## src/rtl/fetch_ctrl.sv

```systemverilog
// Instruction fetch controller: one outstanding imem request, redirect/kill handling,
// WFI sleep, and registered fetch exceptions (misaligned target, page fault).
module fetch_ctrl #(
   parameter logic [31:0] RESET_VECTOR = 32'h0000_0000,
   parameter logic [3:0]  EXC_NONE     = 4'd14
) (
   input  logic        clk,
   input  logic        rst,
   input  logic        csr_new_pc_req,
   input  logic [31:0] csr_new_pc,
   input  logic        exe_new_pc_req,
   input  logic [31:0] exe_new_pc,
   input  logic        wfi_req,
   input  logic        irq_wake,
   input  logic        id_ready,
   output logic        imem_req_o,
   output logic [31:0] imem_addr_o,
   input  logic        imem_ack_i,
   input  logic [31:0] imem_rdata_i,
   input  logic        imem_page_fault_i,
   output logic        if_valid_o,
   output logic [31:0] if_instr_o,
   output logic [31:0] if_pc_o,
   output logic        exc_req_o,
   output logic [3:0]  exc_code_o
);

   localparam logic [3:0] ExcMisalign   = 4'd0;
   localparam logic [3:0] ExcPageFault  = 4'd12;

   typedef enum logic [2:0] {
      StFetch,
      StKill,
      StValid,
      StFault,
      StSleep
   } state_e;

   state_e      state_q, state_d;
   state_e      post_q, post_d;
   state_e      redir_post;
   logic [31:0] pc_q, pc_d;
   logic [31:0] addr_q, addr_d;
   logic        req_q, req_d;
   logic        valid_q, valid_d;
   logic [31:0] instr_q, instr_d;
   logic [31:0] if_pc_q, if_pc_d;
   logic        exc_q, exc_d;
   logic [3:0]  code_q, code_d;

   logic        redirect;
   logic [31:0] target;
   logic        ack;
   logic        pf_hit;

   always_comb begin
      state_d  = state_q;
      post_d   = post_q;
      pc_d     = pc_q;
      addr_d   = addr_q;
      instr_d  = instr_q;
      if_pc_d  = if_pc_q;
      code_d   = code_q;
      pf_hit   = 1'b0;

      redirect   = csr_new_pc_req | exe_new_pc_req;
      target     = csr_new_pc_req ? csr_new_pc : exe_new_pc;
      // req_q is low in FETCH only on the cycle after reset, so a stray ack there is ignored
      ack        = imem_ack_i & req_q;
      redir_post = (target[1:0] != 2'b00) ? StFault : StFetch;

      unique case (state_q)
         StFetch: begin
            if (redirect) begin
               pc_d    = target;
               post_d  = redir_post;
               state_d = (ack || !req_q) ? redir_post : StKill;
            end else if (wfi_req) begin
               post_d  = StSleep;
               state_d = (ack || !req_q) ? StSleep : StKill;
            end else if (ack) begin
               if (imem_page_fault_i) begin
                  state_d = StFault;
                  pf_hit  = 1'b1;
               end else begin
                  state_d = StValid;
               end
            end
         end
         StKill: begin
            if (redirect) begin
               pc_d   = target;
               post_d = redir_post;
            end else if (wfi_req && post_q == StFetch) begin
               post_d = StSleep;
            end
            if (ack) begin
               state_d = post_d;
            end
         end
         StValid: begin
            if (redirect) begin
               pc_d    = target;
               state_d = redir_post;
            end else if (wfi_req) begin
               state_d = StSleep;
            end else if (id_ready) begin
               pc_d    = pc_q + 32'd4;
               state_d = StFetch;
            end
         end
         StFault: begin
            if (redirect) begin
               pc_d    = target;
               state_d = redir_post;
            end
         end
         StSleep: begin
            if (redirect) begin
               pc_d    = target;
               state_d = redir_post;
            end else if (irq_wake) begin
               state_d = StFetch;
            end
         end
         default: begin
            state_d = StFetch;
         end
      endcase

      // Side effects keyed on the state being entered
      if (state_d == StValid && state_q != StValid) begin
         instr_d = imem_rdata_i;
         if_pc_d = pc_q;
      end

      if (state_d == StFault) begin
         if (state_q != StFault || redirect) begin
            code_d  = pf_hit ? ExcPageFault : ExcMisalign;
            if_pc_d = pc_d;
         end
      end else begin
         code_d = EXC_NONE;
      end

      if (state_d == StFetch) begin
         addr_d = pc_d;
      end

      valid_d = (state_d == StValid);
      exc_d   = (state_d == StFault);
      req_d   = (state_d == StFetch) || (state_d == StKill);
   end

   always_ff @(posedge clk) begin
      if (rst) begin
         state_q <= StFetch;
         post_q  <= StFetch;
         pc_q    <= RESET_VECTOR;
         addr_q  <= RESET_VECTOR;
         req_q   <= 1'b0;
         valid_q <= 1'b0;
         instr_q <= 32'h0;
         if_pc_q <= RESET_VECTOR;
         exc_q   <= 1'b0;
         code_q  <= EXC_NONE;
      end else begin
         state_q <= state_d;
         post_q  <= post_d;
         pc_q    <= pc_d;
         addr_q  <= addr_d;
         req_q   <= req_d;
         valid_q <= valid_d;
         instr_q <= instr_d;
         if_pc_q <= if_pc_d;
         exc_q   <= exc_d;
         code_q  <= code_d;
      end
   end

   assign imem_req_o  = req_q;
   assign imem_addr_o = addr_q;
   assign if_valid_o  = valid_q;
   assign if_instr_o  = instr_q;
   assign if_pc_o     = if_pc_q;
   assign exc_req_o   = exc_q;
   assign exc_code_o  = code_q;

endmodule

```

## config.mk

```make
export PLATFORM = sky130hd
export DESIGN_NAME = fetch_ctrl
export DESIGN_NICKNAME = d
export VERILOG_FILES = /design/src/rtl/fetch_ctrl.sv
export SDC_FILE = /design/constraint.sdc
export NUM_CORES = 1
export LEC_CHECK = 0
export CORE_ASPECT_RATIO = 1.25
export CORE_MARGIN = 2
export CORE_UTILIZATION = 25
export CTS_CLUSTER_SIZE = 25
export DETAILED_ROUTE_END_ITERATION = 7
export DONT_BUFFER_PORTS = 1
export GPL_TIMING_DRIVEN = 0
export PLACE_DENSITY = 0.45
export SLEW_MARGIN = 20
export SYNTH_ARGS = -nofsm -noshare
export SYNTH_HDL_FRONTEND = slang
export SYNTH_SLANG_ARGS = --single-unit
```

## constraint.sdc

```tcl
create_clock -name clk -period 3.8 [get_ports clk]
set_input_delay 0.38 -clock clk [delete_from_list [all_inputs] [get_ports clk]]
set_output_delay 0.38 -clock clk [all_outputs]
set_load 0.01 [all_outputs]
```

Word-level counts from Yosys, hierarchy flattened
Index checks and enable logic that the tools add are counted.

operators by class
  $add $sub $neg = 1
  equality and inequality tests = 10
  mux-type cells = 35
  bitwise gates (word level) = 3
  reduce and logical (&&, ||, !) cells = 14

operator list
  kind                                                    number
  2-to-1 mux 32 bit                                       8
  case mux 32 bit (2 select lines)                        1
  2-to-1 mux 3 bit                                        15
  adder 32 x 3 -> 32 bit (second input constant)          1
  case mux 3 bit (5 select lines)                         1
  == test 3 x 2 -> 1 bit (second input constant)          4
  zero test 3 bit                                         3
  == test 3 x 1 -> 1 bit (second input constant)          2
  2-to-1 mux 1 bit                                        6
  inequality test 3 x 2 -> 1 bit (second input constant)  2
  case mux 3 bit (2 select lines)                         1
  2-to-1 mux 2 bit                                        2
  2-to-1 mux 4 bit                                        1
  nonzero test 2 bit                                      2
  OR reduction 4 bit                                      1
  == test 3 bit (second input constant)                   1
  logical OR 1 bit                                        3
  inequality test 3 bit (second input constant)           1
  logical AND 1 bit                                       2
  AND reduction 2 bit                                     1
  OR reduction 2 bit                                      1
  AND 1 bit                                               1
  zero test 1 bit                                         1
  inverter 1 bit                                          1
  bitwise OR 1 bit                                        1

storage, ports and cells
  register bits after elaboration = 141
  output and inout bits = 103
  logic and storage cells = 73

Logic depth before layout (Yosys ltp)
Gate-level depths: netlist (run 1).

  word-level depth = 11
  depth in mapped cells = 12
  mapped depth without buffers = 8

Least setup slack after synthesis (run 1)
OpenSTA, ideal clock, no wires.

  kind = in2reg
  from = input port csr_new_pc_req
  to = register if_pc_q[24], in the netlist if_pc_o[24]
  setup time = 0.133 ns
  arrival = 2.366 ns
  data required time = 3.667 ns
  slack = 1.301 ns
  stages = 11
  path buffers = 4
  path through = or2_1 -> clkbuf_1 -> a2111oi_4 -> a21oi_1 -> and3_1 -> buf_6 -> or4_4 -> buf_6 -> buf_6 -> nor2_1 -> a311oi_2

on the way
  cells in the longest elaborated chain, start to end = 11

RTL lines
  element                                                      RTL line  source
  from (decl)                                                  9         input logic csr_new_pc_req,
  2-to-1 mux 32 bit                                            67        target = csr_new_pc_req ? csr_new_pc : exe_new_pc;
  nonzero test 2 bit                                           70        redir_post = (target[1:0] != 2'b00) ? StFault : StFetch;
  2-to-1 mux 2 bit                                             70
  2-to-1 mux 3 bit / 2-to-1 mux 2 bit (equally long branches)  91, 77
  2-to-1 mux 3 bit (on tied branches)                          97, 74
  case mux 3 bit (5 select lines)                              72        unique case (state_q)
  == test 3 x 2 -> 1 bit                                       132       if (state_d == StValid && state_q != StValid) begin
  logical AND 1 bit                                            132
  2-to-1 mux 32 bit                                            132
  2-to-1 mux 32 bit                                            138       if (state_q != StFault || redirect) begin
  2-to-1 mux 32 bit (*)                                        137       if (state_d == StFault) begin
  to (signal assigned)                                         175       if_pc_q <= if_pc_d;
  to (decl)                                                    47        logic [31:0] if_pc_q, if_pc_d;

Mark *: on every way between the ends. The rest lies on a longest branch, timed or not.
A chain may end at the register's enable or synchronous reset.

Worst setup path after layout (run 1)
  from = register state_q[1]
  to = register if_pc_q[4], in the netlist if_pc_o[4]

on the way
  cells in the longest elaborated chain, start to end = 9

RTL lines
  element                              RTL line  source
  from (decl)                          39        state_e state_q, state_d;
  from (signal assigned)               157       state_q <= StFetch;
  from (signal assigned)               168       state_q <= state_d;
  2-to-1 mux 3 bit (on tied branches)  107, 81
  2-to-1 mux 3 bit (on tied branches)  105, 78
  2-to-1 mux 3 bit (on tied branches)  102, 74
  case mux 3 bit (5 select lines)      72
  == test 3 x 2 -> 1 bit               132
  logical AND 1 bit                    132
  2-to-1 mux 32 bit                    132
  2-to-1 mux 32 bit                    138
  2-to-1 mux 32 bit (*)                137

Marks and branches as above.

==> impl_metrics.ini, run 1 <==
[sta]
fmax_ghz = 0.301
tns_ns = 0
slew_violations = 0
rsz0062_at_grt = false
slew_headroom_pct = 33.7
period_share_pct = 87.3
hold-worst-slack_ns = 0.0905
hold_violations = 0
worstMarginPinSlew_ns = 0.982
finalSetupViolCount = 0
fin_skew_ns = 0.0141
period_needed_ns = 3.32

[clock_network]
cts.reportedPaths.clkPinSlew_ns = 0.06
htree_levels = 4
cts_tree = done
cts-buffers-inserted = 17
clockBufferDepth = 2
cts_setup_buffers = 0
cts_root_buffer = clkbuf_16
cts_resized = 0
cts.sinks = 139
clk_latency_ns = 0.43
holdBufCountCts = 0

[critical_path]
critPathLaunchType = flop
end_kind = flop
cp_data_required_time_ns = 4.13
ff2ff_path_depth = 9
crit_start = state_q[1]
rr_endpoint = if_pc_o[4]
path_class = reg -> reg
cp_max_fo = 10
rrSetupSlack_ns = 0.48
arrival_ns = 3.64
crit-reg2reg-launch = state_q[1]

[logic_synthesis]
async_flop_share_pct = 0
synthFlopType = dfxtp_1
synth_cell_types = 72
synth_top_family_by_area = simple AND/OR/NAND/NOR gates
yosys.area_share.simple_pct = 29.4
synthXorXnorAreaFrac_pct = 0.888
syn_inst = 905
synth_compound_area_share_pct = 21.7
yosys.area.top_type = dfxtp_1
synth_top_area_share_pct = 40.3
synth_edf_count = 0
synthMuxAreaShare_pct = 1.88
synth.avg_cell_area_um2 = 7.63
synth_most_common_cell = nand2_1
yosysSeqAreaShare_pct = 40.3
ys_top_cells_by_area = dfxtp_1 40%, nand2_1 8.7%, a21oi_1 7.5%, nor2_1 6.4%, nor2b_1 2.6%
yosys_warnings = 0
mappedNetlistArea_mm2 = 0.00691
synthAdderAreaFrac_pct = 0.181
synth_commonest_cells = 160 x nand2_1, 139 x dfxtp_1, 117 x nor2_1
synth_fp_nets = 1011
yosys_register_bits = 139

[routing]
via_per_inst = 5.29
drt_first_pass_iters = 7
routed-via-count = 6797
drc_errors = 0
drtAntennaViolNets = 0
routed_wl_um = 28800
drt-initial-drc-count = 535
wire_per_inst_um = 22.4

[finish]
ff_latch_area_mm2 = 0.00278
stdcell_count = 1285
multi_input_area_mm2 = 0.00374
nNetsFinal = 1030
synthToLayoutAreaGrowth_pct = 15.2
drive_gt1_share_pct = 7.70
num_antenna_cells = 0
nFillCells = 3044

[global_route]
grt_pass1_wl_um = 42700
grt_usage_pct = 19.5
grt_pass1_vias = 6669
grt_max_degree = 17
grt_overflow_total = 0
antenna_found_initial = 1

[min_path]
min_path_type = in -> reg
hold_path_depth = 2
worstHoldEndpoint = if_instr_o[17]
hp-start = imem_rdata_i[17]

[power_and_ir_drop]
power.share.clock_pct = 27.4
powerDensity_mw_per_mm2 = 811
ir_drop_uv = 247
power.share.switching_pct = 41.5
comb_power_share_pct = 34.3
p_leak_nw = 2.76
seq_power_share_pct = 38.3
fin_total_pwr_mw = 6.45
p_int_mw = 3.78
p_sw_mw = 2.68

[floorplan]
dieHeight_um = 190
row_count = 68
ios = 208
die_w_um = 153
die_area_mm2 = 0.0290
start_util_pct = 25.2
core_area_mm2 = 0.0274

[place]
detailed_place_hpwl_um = 22100
place.gp.congestion = 0.942
numPortBuffers = 0
dp.cells = 1255

[job]
cap_violations = 0

[status]
status = complete, no violations
==> cell families (layout without fill, tap and decap cells) <==
logic type | Yosys count | count (layout)
AOI/OAI and AO/OA | 227 | 227
xor gates and xnor gates | 7 | 7
adders and majority gates | 1 | 1
buffers and inverters | 87 | 117
DFF | 139 | 139
muxes | 13 | 13
other | 1 | 1
and+or+nand+nor | 430 | 430
==> flip-flops by register name, indices dropped and copies added, names as in the netlist <==
register     cells
exc_code_o       2
exc_req_o        1
if_instr_o      32
if_pc_o         32
if_valid_o       1
imem_addr_o     32
imem_req_o       1
pc_q            32
post_q           3
state_q          3
==> cell usage in the layout (no fill, tap or decap), types with 22 or more instances in the layout <==
master      n
clkbuf_1   51
a21oi_1   103
nor3_1     35
nor2_1    117
nor2b_1    29
a211oi_1   22
nand2_1   160
o21ai_0    27
dfxtp_1   139
==> power by group through the flow <==
stage / clock network (mW) / registers (mW) / logic, mW
2_1_floorplan: 0 / 2.32 / 1.58
3_3_place_gp: 0 / 2.52 / 2.20
3_5_place_dp: 0 / 2.52 / 2.22
4_1_cts: 1.81 / 2.49 / 2.23
5_1_grt: 1.86 / 2.54 / 2.46
6_report: 1.77 / 2.47 / 2.22
==> worst max-delay path, stage by stage (launching register included) <==
cell and delay, ns:
dfxtp_1 0.32, buf_2 0.20, nor3b_2 0.66, o21ai_1 0.23, a31oi_1 0.43, and3_1 0.22
buf_2 0.27, clkbuf_1 0.59, nor3_1 0.11, nor3_1 0.18
==> per-layer routing <==
| metal | up-vias | GRT usage [%] | routed length (um) |
|---|---|---|---|
| met3 | 47 | 5.76 | 2250 |
| met1 | 3286 | 22.3 | 11200 |
| met2 | 220 | 33.7 | 14200 |
| met4 | 2 | 8.48 | 1070 |
| li1 | 3242 | - | - |
| met5 | - | 0 | 11 |
==> worst max path at each step <==
stage,end,depth (start not counted)
after floorplan,if_pc_o[24],11
after global routing,if_pc_o[14],9
after global placement,if_pc_o[14],9
after CTS,if_pc_o[4],9
after detailed placement,if_pc_o[4],9
final,if_pc_o[4],9
==> metrics by stage <==
stage	worst slack (ns)	area, um^2	util, %
final	0.483	7960	29.0
after CTS	0.508	7950	29.0
after global placement	0.555	7340	26.8
after detailed placement	0.546	7340	26.8
after floorplan	1.30	6910	-
after global routing	0.258	7960	29.0
==> area by class of cell <==
cell class,instances,share of cell area (%)
buffer,76,4.37
clock buffer,23,5.88
sequential,139,35.0
clock inverter,7,1.75
tap,350,5.50
inverter,11,0.519
multi-input combinational,679,47.0
Power figures use the tool's default switching activity.
==> inputs of run 2 (changes only) <==
- CAP_MARGIN: unset -> 0
- MAX_ROUTING_LAYER: unset -> met4
- REMOVE_ABC_BUFFERS: unset -> 1
==> run 2 against run 1 <==
  * Sequential cell count stayed put
  * Highest routed layer is now met4
  * Maximum frequency down 4.3%
  * Cell area shrank 2.2%
  * Global-route usage down 2.5 points
  * Non-clock buffer count down 68
  * Via count shrank 6.6%
  * Largest power group unchanged
  * Final cell count is 5.3% lower
  * Critical path depth fell by 1
  * Hold slack worse by 0.063 ns
  * Register-to-register slack worse by 0.15 ns
  * Wire length down 16%
  * Critical endpoint is now if_pc_o[23]
==> impl_metrics.ini, run 2 (synthesis results as in run 1) <==
[global_route]
antenna_found_initial = 0
grt_usage_pct = 17.0
grt_pass1_vias = 6022
grt_overflow_total = 0
grt_pass1_wl_um = 36800
grt_max_degree = 133

[min_path]
min_path_type = in -> reg
hold_path_depth = 1
hp-start = rst
worstHoldEndpoint = if_instr_o[28]

[sta]
worstMarginPinSlew_ns = 1.01
rsz0062_at_grt = false
setup_slack_ns = 0.334
fin_skew_ns = 0.0107
tns_ns = 0
period_needed_ns = 3.47
slew_violations = 0
finalSetupViolCount = 0
hold-worst-slack_ns = 0.0277
hold_violations = 0
period_share_pct = 91.2
fmax_ghz = 0.289
slew_headroom_pct = 32.7

[finish]
nNetsFinal = 962
final_common_cell = nand2_1
mostFrequentLayoutCells = 160 x nand2_1, 139 x dfxtp_1, 116 x nor2_1
final_area_mm2 = 0.00778
num_antenna_cells = 0
synthToLayoutAreaGrowth_pct = 12.6
drive_gt1_share_pct = 7.50

[clock_network]
cts_resized = 0
cts-buffers-inserted = 17
cts_setup_buffers = 0
cts.sinks = 139
htree_levels = 4
cts_tree = done
clk_latency_ns = 0.44
holdBufCountCts = 1
clockBufferDepth = 2
cts_root_buffer = clkbuf_16
cts.reportedPaths.clkPinSlew_ns = 0.06

[critical_path]
ff2ff_path_depth = 8
rr_endpoint = if_pc_o[23]
cp_max_fo = 20
end_kind = flop
path_class = reg -> reg
critPathLaunchType = flop
arrival_ns = 3.80
cp_data_required_time_ns = 4.13
crit-reg2reg-launch = state_q[1]
rrSetupSlack_ns = 0.33

[routing]
drtAntennaViolNets = 0
routed-via-count = 6347
drt-initial-drc-count = 399
drc_errors = 0
wire_per_inst_um = 19.9
via_per_inst = 5.22
routed_wl_um = 24200
drt_first_pass_iters = 4

[power_and_ir_drop]
seq_power_share_pct = 39.8
ir_drop_uv = 434
p_int_mw = 3.75
powerDensity_mw_per_mm2 = 799
p_leak_nw = 2.64
power.share.switching_pct = 39.7
p_sw_mw = 2.47
power.share.clock_pct = 28.9
comb_power_share_pct = 31.4

[place]
place.gp.congestion = 0.767
place_ws_ns = 0.281
numPortBuffers = 0
detailed_place_hpwl_um = 16500
post_dp_cell_area_mm2 = 0.00714

[floorplan]
core_area_mm2 = 0.0274
start_util_pct = 25.2
die_w_um = 153
die_area_mm2 = 0.0290
row_count = 68
ios = 208
dieHeight_um = 190

[job]
cap_violations = 0

[status]
status = complete, no violations
==> run 2: routing by layer <==
metal / up-vias / part of all wire, % / GRT usage [%] / wire [um]
li1: 3109 / - / - / -
met1: 3020 / 42 / 19.8 / 10200
met2: 199 / 50 / 28.4 / 12000
met3: 19 / 6.7 / 4.83 / 1620
met4: 0 / 1.6 / 5.20 / 388
met5: - / 0 / - / 0
==> run 2: worst max path at each step <==
stage	slack, ns	from	to
final	0.33	state_q[1]	if_pc_o[23]
after global routing	0.03	state_q[1]	if_pc_o[23]
after CTS	0.28	state_q[1]	if_pc_o[23]
after detailed placement	0.28	state_q[1]	if_pc_o[23]
after global placement	-2.83	csr_new_pc_req	if_pc_o[9]
after floorplan	-0.33	csr_new_pc_req	if_pc_o[9]
==> run 2: area by class of cell <==
type | count | area [um^2]
Timing Repair Buffer | 8 | 119
Multi-Input combinational cell | 679 | 3770
Sequential cell | 139 | 2780
Clock buffer | 19 | 453
Fill cell | 2963 | 19600
Inverter | 11 | 41.3
Clock inverter | 11 | 170
Tap cell | 350 | 438
==> run 2: through the flow <==
| step | cells | utilization (%) | power (mW) |
|---|---|---|---|
| floorplan | 829 | - | 3.71 |
| global placement | 1179 | 25.5 | 4.39 |
| detailed placement | 1186 | 26.1 | 4.51 |
| CTS | 1217 | 28.4 | 6.33 |
| global route | 1217 | 28.4 | 6.65 |
| finish | 1217 | 28.4 | 6.22 |
==> run 2: worst max-delay path: stages (launching register included) <==
cell and delay (ns):
dfxtp_1 0.78, nor3b_2 0.77, o21ai_1 0.18, and3_1 0.33, nor4_4 0.55, buf_6 0.24
buf_6 0.18, a21oi_1 0.05, a221oi_1 0.28
==> run 2: power groups by stage <==
| stage | clock (mW) | combinational, mW | sequential (mW) |
|---|---|---|---|
| global placement | 0 | 1.87 | 2.52 |
| finish | 1.79 | 1.95 | 2.47 |
| detailed placement | 0 | 1.99 | 2.53 |
| global route | 1.90 | 2.21 | 2.54 |
| CTS | 1.85 | 1.99 | 2.49 |
| floorplan | 0 | 1.36 | 2.35 |
